`src/rtl/memory_stage.sv`:
```
// memory_stage: execute->memory consumer. It registers ALU results for
// writeback and runs a single outstanding req/ack transaction on the
// data-memory port for LOAD/STORE. Execute is stalled while that
// transaction is outstanding.
//
// state  | meaning
// IDLE   | ready to accept an instruction from execute
// WAIT   | dmem request outstanding, waiting for ack or timeout
module memory_stage #(
  parameter int TIMEOUT_CYCLES = 255,
  parameter int INST_TYPE_W    = 3
) (
  input  logic                   clk,
  input  logic                   rst,
  input  logic                   execute_memory_valid,
  input  logic [6:0]             execute_memory_opcode,
  input  logic [INST_TYPE_W-1:0] execute_memory_inst_type,
  input  logic [2:0]             execute_memory_funct3,
  input  logic [6:0]             execute_memory_funct7,
  input  logic [4:0]             execute_memory_rd,
  input  logic [31:0]            execute_memory_rd_data,
  input  logic [31:0]            execute_memory_rs2_data,
  output logic                   memory_execute_stall,
  output logic                   dmem_req,
  output logic                   dmem_we,
  output logic [31:0]            dmem_addr,
  output logic [3:0]             dmem_be,
  output logic [31:0]            dmem_wdata,
  input  logic                   dmem_ack,
  input  logic [31:0]            dmem_rdata,
  output logic                   memory_writeback_valid,
  output logic [INST_TYPE_W-1:0] memory_writeback_inst_type,
  output logic [4:0]             memory_writeback_rd,
  output logic                   memory_writeback_rd_we,
  output logic [31:0]            memory_writeback_rd_data,
  output logic                   memory_writeback_fault
);

  localparam logic [6:0] OP_LOAD  = 7'b0000011;
  localparam logic [6:0] OP_STORE = 7'b0100011;

  // Counter only needs to reach TIMEOUT_CYCLES-1; the limit cycle itself
  // is the last WAIT cycle in which an ack is still honoured.
  localparam int CNT_W = (TIMEOUT_CYCLES > 1) ? $clog2(TIMEOUT_CYCLES) : 1;
  localparam int LIMIT = (TIMEOUT_CYCLES > 0) ? TIMEOUT_CYCLES - 1 : 0;
  localparam logic [CNT_W-1:0] LIMIT_C = CNT_W'(LIMIT);
  localparam logic TIMEOUT_EN = (TIMEOUT_CYCLES > 0);

  typedef enum logic {S_IDLE, S_WAIT} state_e;

  state_e                 state_q, state_d;
  logic [CNT_W-1:0]       cnt_q, cnt_d;
  logic                   req_q, req_d;
  logic                   we_q, we_d;
  logic [31:0]            addr_q, addr_d;
  logic [3:0]             be_q, be_d;
  logic [31:0]            wdata_q, wdata_d;
  logic [2:0]             ld_f3_q, ld_f3_d;
  logic [1:0]             ld_off_q, ld_off_d;
  logic [4:0]             pend_rd_q, pend_rd_d;
  logic [31:0]            pend_alu_q, pend_alu_d;
  logic [INST_TYPE_W-1:0] pend_type_q, pend_type_d;
  logic                   wb_valid_q, wb_valid_d;
  logic [INST_TYPE_W-1:0] wb_type_q, wb_type_d;
  logic [4:0]             wb_rd_q, wb_rd_d;
  logic                   wb_rd_we_q, wb_rd_we_d;
  logic [31:0]            wb_data_q, wb_data_d;
  logic                   wb_fault_q, wb_fault_d;

  logic        is_load, is_store, is_mem, f3_legal, misaligned;
  logic [3:0]  st_be;
  logic [31:0] st_wdata;
  logic [7:0]  ld_byte;
  logic [15:0] ld_half;
  logic [31:0] ld_data;
  logic        to_hit;

  // funct7 is not needed by this stage
  logic unused_funct7;
  assign unused_funct7 = ^execute_memory_funct7;

  assign is_load  = (execute_memory_opcode == OP_LOAD);
  assign is_store = (execute_memory_opcode == OP_STORE);
  assign is_mem   = is_load | is_store;

  // Decode access legality and alignment of the incoming instruction
  always_comb begin
    f3_legal = 1'b0;
    if (is_load) begin
      case (execute_memory_funct3)
        3'b000, 3'b001, 3'b010, 3'b100, 3'b101: f3_legal = 1'b1;
        default:                                f3_legal = 1'b0;
      endcase
    end else if (is_store) begin
      case (execute_memory_funct3)
        3'b000, 3'b001, 3'b010: f3_legal = 1'b1;
        default:                f3_legal = 1'b0;
      endcase
    end
    misaligned = ((execute_memory_funct3[1:0] == 2'b01) && execute_memory_rd_data[0]) ||
                 ((execute_memory_funct3[1:0] == 2'b10) && (execute_memory_rd_data[1:0] != 2'b00));
  end

  // Store lane enables and replicated write data
  always_comb begin
    case (execute_memory_funct3[1:0])
      2'b00: begin
        st_be    = 4'b0001 << execute_memory_rd_data[1:0];
        st_wdata = {4{execute_memory_rs2_data[7:0]}};
      end
      2'b01: begin
        st_be    = execute_memory_rd_data[1] ? 4'b1100 : 4'b0011;
        st_wdata = {2{execute_memory_rs2_data[15:0]}};
      end
      default: begin
        st_be    = 4'hF;
        st_wdata = execute_memory_rs2_data;
      end
    endcase
  end

  // Lane select and sign/zero extension of returned load data
  always_comb begin
    case (ld_off_q)
      2'd0:    ld_byte = dmem_rdata[7:0];
      2'd1:    ld_byte = dmem_rdata[15:8];
      2'd2:    ld_byte = dmem_rdata[23:16];
      default: ld_byte = dmem_rdata[31:24];
    endcase
    ld_half = ld_off_q[1] ? dmem_rdata[31:16] : dmem_rdata[15:0];
    case (ld_f3_q)
      3'b000:  ld_data = {{24{ld_byte[7]}}, ld_byte};
      3'b001:  ld_data = {{16{ld_half[15]}}, ld_half};
      3'b100:  ld_data = {24'd0, ld_byte};
      3'b101:  ld_data = {16'd0, ld_half};
      default: ld_data = dmem_rdata;
    endcase
  end

  assign to_hit = TIMEOUT_EN && (cnt_q == LIMIT_C);

  // Next-state and registered-output logic for IDLE/WAIT
  always_comb begin
    state_d     = state_q;
    cnt_d       = cnt_q;
    req_d       = req_q;
    we_d        = we_q;
    addr_d      = addr_q;
    be_d        = be_q;
    wdata_d     = wdata_q;
    ld_f3_d     = ld_f3_q;
    ld_off_d    = ld_off_q;
    pend_rd_d   = pend_rd_q;
    pend_alu_d  = pend_alu_q;
    pend_type_d = pend_type_q;
    wb_valid_d  = 1'b0;
    wb_type_d   = wb_type_q;
    wb_rd_d     = wb_rd_q;
    wb_rd_we_d  = wb_rd_we_q;
    wb_data_d   = wb_data_q;
    wb_fault_d  = wb_fault_q;

    if (state_q == S_IDLE) begin
      if (execute_memory_valid) begin
        if (is_mem && f3_legal && !misaligned) begin
          state_d     = S_WAIT;
          cnt_d       = '0;
          req_d       = 1'b1;
          we_d        = is_store;
          addr_d      = {execute_memory_rd_data[31:2], 2'b00};
          be_d        = is_store ? st_be : 4'hF;
          wdata_d     = st_wdata;
          ld_f3_d     = execute_memory_funct3;
          ld_off_d    = execute_memory_rd_data[1:0];
          pend_rd_d   = execute_memory_rd;
          pend_alu_d  = execute_memory_rd_data;
          pend_type_d = execute_memory_inst_type;
        end else begin
          // ALU result, or a memory op rejected without touching dmem
          wb_valid_d = 1'b1;
          wb_type_d  = execute_memory_inst_type;
          wb_rd_d    = execute_memory_rd;
          wb_data_d  = execute_memory_rd_data;
          wb_fault_d = is_mem;
          wb_rd_we_d = !is_mem && (execute_memory_rd != 5'd0);
        end
      end
    end else begin
      if (dmem_ack) begin
        state_d    = S_IDLE;
        req_d      = 1'b0;
        wb_valid_d = 1'b1;
        wb_type_d  = pend_type_q;
        wb_rd_d    = pend_rd_q;
        wb_fault_d = 1'b0;
        wb_rd_we_d = !we_q && (pend_rd_q != 5'd0);
        wb_data_d  = we_q ? pend_alu_q : ld_data;
      end else if (to_hit) begin
        state_d    = S_IDLE;
        req_d      = 1'b0;
        wb_valid_d = 1'b1;
        wb_type_d  = pend_type_q;
        wb_rd_d    = pend_rd_q;
        wb_fault_d = 1'b1;
        wb_rd_we_d = 1'b0;
        wb_data_d  = pend_alu_q;
      end else begin
        cnt_d = cnt_q + CNT_W'(1);
      end
    end
  end

  // State and output registers; reset abandons any outstanding request
  always_ff @(posedge clk or negedge rst) begin
    if (!rst) begin
      state_q     <= S_IDLE;
      cnt_q       <= '0;
      req_q       <= 1'b0;
      we_q        <= 1'b0;
      addr_q      <= '0;
      be_q        <= '0;
      wdata_q     <= '0;
      ld_f3_q     <= '0;
      ld_off_q    <= '0;
      pend_rd_q   <= '0;
      pend_alu_q  <= '0;
      pend_type_q <= '0;
      wb_valid_q  <= 1'b0;
      wb_type_q   <= '0;
      wb_rd_q     <= '0;
      wb_rd_we_q  <= 1'b0;
      wb_data_q   <= '0;
      wb_fault_q  <= 1'b0;
    end else begin
      state_q     <= state_d;
      cnt_q       <= cnt_d;
      req_q       <= req_d;
      we_q        <= we_d;
      addr_q      <= addr_d;
      be_q        <= be_d;
      wdata_q     <= wdata_d;
      ld_f3_q     <= ld_f3_d;
      ld_off_q    <= ld_off_d;
      pend_rd_q   <= pend_rd_d;
      pend_alu_q  <= pend_alu_d;
      pend_type_q <= pend_type_d;
      wb_valid_q  <= wb_valid_d;
      wb_type_q   <= wb_type_d;
      wb_rd_q     <= wb_rd_d;
      wb_rd_we_q  <= wb_rd_we_d;
      wb_data_q   <= wb_data_d;
      wb_fault_q  <= wb_fault_d;
    end
  end

  assign memory_execute_stall       = (state_q == S_WAIT);
  assign dmem_req                   = req_q;
  assign dmem_we                    = we_q;
  assign dmem_addr                  = addr_q;
  assign dmem_be                    = be_q;
  assign dmem_wdata                 = wdata_q;
  assign memory_writeback_valid     = wb_valid_q;
  assign memory_writeback_inst_type = wb_type_q;
  assign memory_writeback_rd        = wb_rd_q;
  assign memory_writeback_rd_we     = wb_rd_we_q;
  assign memory_writeback_rd_data   = wb_data_q;
  assign memory_writeback_fault     = wb_fault_q;

endmodule

```
`config.mk`:
```
export PLATFORM = sky130hd
export DESIGN_NAME = memory_stage
export DESIGN_NICKNAME = d
export VERILOG_FILES = /design/src/rtl/memory_stage.sv
export SDC_FILE = /design/constraint.sdc
export NUM_CORES = 1
export LEC_CHECK = 0
export CAP_MARGIN = 20
export CORE_AREA = 2 2 126 128
export CTS_CLUSTER_DIAMETER = 200
export CTS_CLUSTER_SIZE = 10
export DETAILED_ROUTE_END_ITERATION = 8
export DIE_AREA = 0 0 128 130
export MAX_ROUTING_LAYER = met4
export PLACE_DENSITY_LB_ADDON = 0.3
export REMOVE_ABC_BUFFERS = 1
export SETUP_SLACK_MARGIN = 0.1
export SLEW_MARGIN = 20
export SYNTH_ARGS = -nofsm -noshare
export SYNTH_HDL_FRONTEND = slang
export SYNTH_SLANG_ARGS = --single-unit
export TNS_END_PERCENT = 1
```
`constraint.sdc`:
```
create_clock -name clk -period 2.6 [get_ports clk]
set_clock_uncertainty 0.05 [all_clocks]
set_input_delay 0.78 -clock clk [delete_from_list [all_inputs] [get_ports clk]]
set_output_delay 0.78 -clock clk [all_outputs]
set_load 0.02 [all_outputs]
```
==> impl_results.md <==
- Outcome: completed
- Final core utilization: 65.0%
- Antenna viol nets, final: 0
- Sequential cell area: 0.00333 mm^2
- WS Path Type: flop to primary output
- # H-tree levels: 4
- Hold Crit Class: primary input to async pin
- Vias post-DR: 6491
- Asr flop ratio synth: 100%
- Pre-Repair DR Iteration Count: 5
- Num ports: approximately 240
- Clock buffer depth: 2
- # DRC: 0
- Post-Route WL: ~20000 um
- Core area: between 0.015 and 0.02 mm^2
- All-Layer GR Usage: a little over a quarter
- Hold buffer count at cts: 0
- Grt ovf: 0
- Total setup buffers inserted after CTS: 0
- Met1 Use GR: 33.2%
- Pin count of the biggest net entering global routing: between 60 and 70
- Final Hold Vio Count: 0
- F_max: 421 MHz
- TritonCTS sink count: between 100 and 150
- Crit start category: flop
- Initial Util: 43.7%
- Number of synthesized flops with an enable pin: 0
- Yosys cell types: 50
- Crit Path Max Fanout: 7
- TritonCTS clock tree: yes
- Seq cells post-synth: 133
- Worst EP required: 1.77 ns
- Crit path buf inv count: 1
- Syn Area/Cell: 8.62 um^2
- CTS root buffer: clkbuf_16
- Most used routing layer: met2
- First-pass GRT wire length: 32600 um
- CTS clk-pin slew, worst paths: 0.06 ns
- Area grow syn2layout: 48.8%
- Max Slew Vio Count: 0
- CP peak stage delay: about 0.67 ns
- Number of global-route vias before repair: 6387
- Site Rows: 46
- Area of the multi-input gates: a little over 0.003 mm^2
- Met3 Usage GRT: 6.97%
- PD cells: 583 mW/mm^2
- Max-cap viol count: 0
- CTS Buf Count: 17
- Chip height: ~130 um
- Final HPWL DP: ~15000 um
- Final Cycle Share: 91.4%
- Antenna violations before repair: 0
- Leakage power: 4.32 nW
- GRT met2 Usage: ~41%
- Slew HR: 41.3%
- Port-buffer cells: 229
- Cells after Synth: 781
- Layout Nets: 1138
- Worst setup EP type: primary output
- Maximum VDD drop: 0.388 mV
- Clock Latency Late Sink: around 0.42 ns
- # diodes: 0
- Seq/Total Area, Yosys: 49.4%
- CTS resizes: 0
- Final GP Congestion: 0.852
- CP max-delay cell: clkdlybuf4s50_1
- Chip width: between 100 and 150 um
- Fill cells: 1285
- DR iter-0 viols: approximately 390
- Prevailing post-synth register cell: dfrtp_1
- Least-Margin Pin Slew: 0.877 ns
- Hold WS: 0.260 ns
- Min Tclk post-route: 2.38 ns
- Top delay family on crit path: buffers and inverters
- CP Data Arrival Time: 1.55 ns
- Ys Warns: 0
- Avg WL per Cell: about 17 um
- Final setup viols: 0
- Syn Std Cell Area: 0.00674 mm^2
- Die ar.: 0.0166 mm^2
- Layout cells sized above 1: 9.77%
- Post-DR vias/cell: between 5 and 6
- RSZ-0062 raised after global routing: false
- Crit-path cells: clkdlybuf4s50_1
where the power goes:
group	total (W)	internal (W)	switching, W
clock	0.00243	0.00150	0.000928
combinational	0.00111	0.000559	0.000546
sequential	0.00231	0.00221	0.000100
total	0.00585	0.00427	0.00157
sequential cells by signal, indices dropped and copies added (netlist names):
register and flops:
memory_writeback_rd 5, memory_writeback_fault 1, memory_writeback_inst_type 3, dmem_wdata 32
memory_writeback_rd_we 1, ld_off_q 1, memory_writeback_rd_data 32, memory_execute_stall 1
pend_rd_q 5, pend_alu_q 31, dmem_req 1, ld_f3_q 3
cnt_q 8, pend_type_q 3, memory_writeback_valid 1, dmem_we 1
dmem_be 4
synth_stat cells (all sizes together), types with 4 or more instances:
cell	n	area, um^2
a21oi	57	323
a31oi	8	50.1
buf	31	186
clkbuf	27	101
dfrtp	133	3330
inv	14	52.6
mux2	10	113
mux2i	33	330
nand2	205	769
nand3	42	210
nand3b	9	67.6
nor2	56	213
nor2b	11	76.3
nor3	7	40.0
o211ai	10	75.1
o21a	4	30.0
o21ai	83	427
o22a	9	78.8
final timing paths:
| path | startpoint | end | slack [ns] | depth (start not counted) |
|---|---|---|---|---|
| max | memory_execute_stall | memory_execute_stall | 0.22 | 1 |
| min | rst | memory_writeback_rd_data[29] | 0.26 | 1 |
| max reg2reg | pend_alu_q[1] | memory_writeback_rd_data[15] | 0.62 | 7 |
| min reg2reg | dmem_wdata[1] | dmem_wdata[1] | 0.42 | 2 |
| max in group asynchronous | rst | pend_alu_q[21] | 1.62 | 2 |
| min in group clk | dmem_wdata[1] | dmem_wdata[1] | 0.42 | 2 |
cell usage in the layout (no fill, tap or decap), drive strengths merged, types with 3 or more instances in the layout:
cell type	instances
inv	14
a21oi	57
xor2	3
nor2	56
a31oi	8
nand2	205
nand4	3
nor2b	11
clkdlybuf4s50	228
o21a	4
mux2	10
clkinv	7
o22a	9
clkinvlp	3
nor3	7
nand3b	9
bufinv	3
o21ai	83
buf	40
o211ai	10
nand3	42
mux2i	33
dfrtp	133
clkbuf	19
nand2b	3
cell families after synthesis:
group / count (synthesis) / share of synthesized area (%)
AO/OA/AOI/OAI: 180 / 15.7
XOR/XNOR: 5 / 0.650
adder cells (fa/ha/maj): 2 / 0.371
buffers and inverters: 72 / 5.05
flip-flops: 133 / 49.4
multiplexers: 43 / 6.58
other: 1 / 0.0557
AND/OR/NAND/NOR: 345 / 22.1
final cells by class:
cell class                      instances  share of cell area [%]
Timing Repair Buffer                  268                    27.2
Sequential cell                       133                    33.2
Clock inverter                         13                    1.59
Multi-Input combinational cell        577                    30.8
Tap cell                              192                    2.40
Inverter                               14                   0.524
Clock buffer                           19                    4.32
metal layers:
metal  wire length (um)  share of wire [%]
met3               1660                8.1
met2               9530                 47
met4                352                1.7
met1               8930                 44
met5                  0                  0
stage by stage:
| stage | setup WS (ns) | instance area [um^2] | power, W | TNS, ns | std cells |
|---|---|---|---|---|---|
| after floorplan | -1.50 | 6450 | 0.00278 | -163.94 | 724 |
| after global placement | -0.102 | 9430 | 0.00344 | -1.92 | 1184 |
| after detailed placement | -0.117 | 9430 | 0.00346 | -3.97 | 1184 |
| after CTS | 0.206 | 10000 | 0.00590 | 0 | 1216 |
| after global routing | 0.180 | 10000 | 0.00609 | 0 | 1216 |
| final | 0.223 | 10000 | 0.00585 | 0 | 1216 |
(Power assumes the default switching activity.)
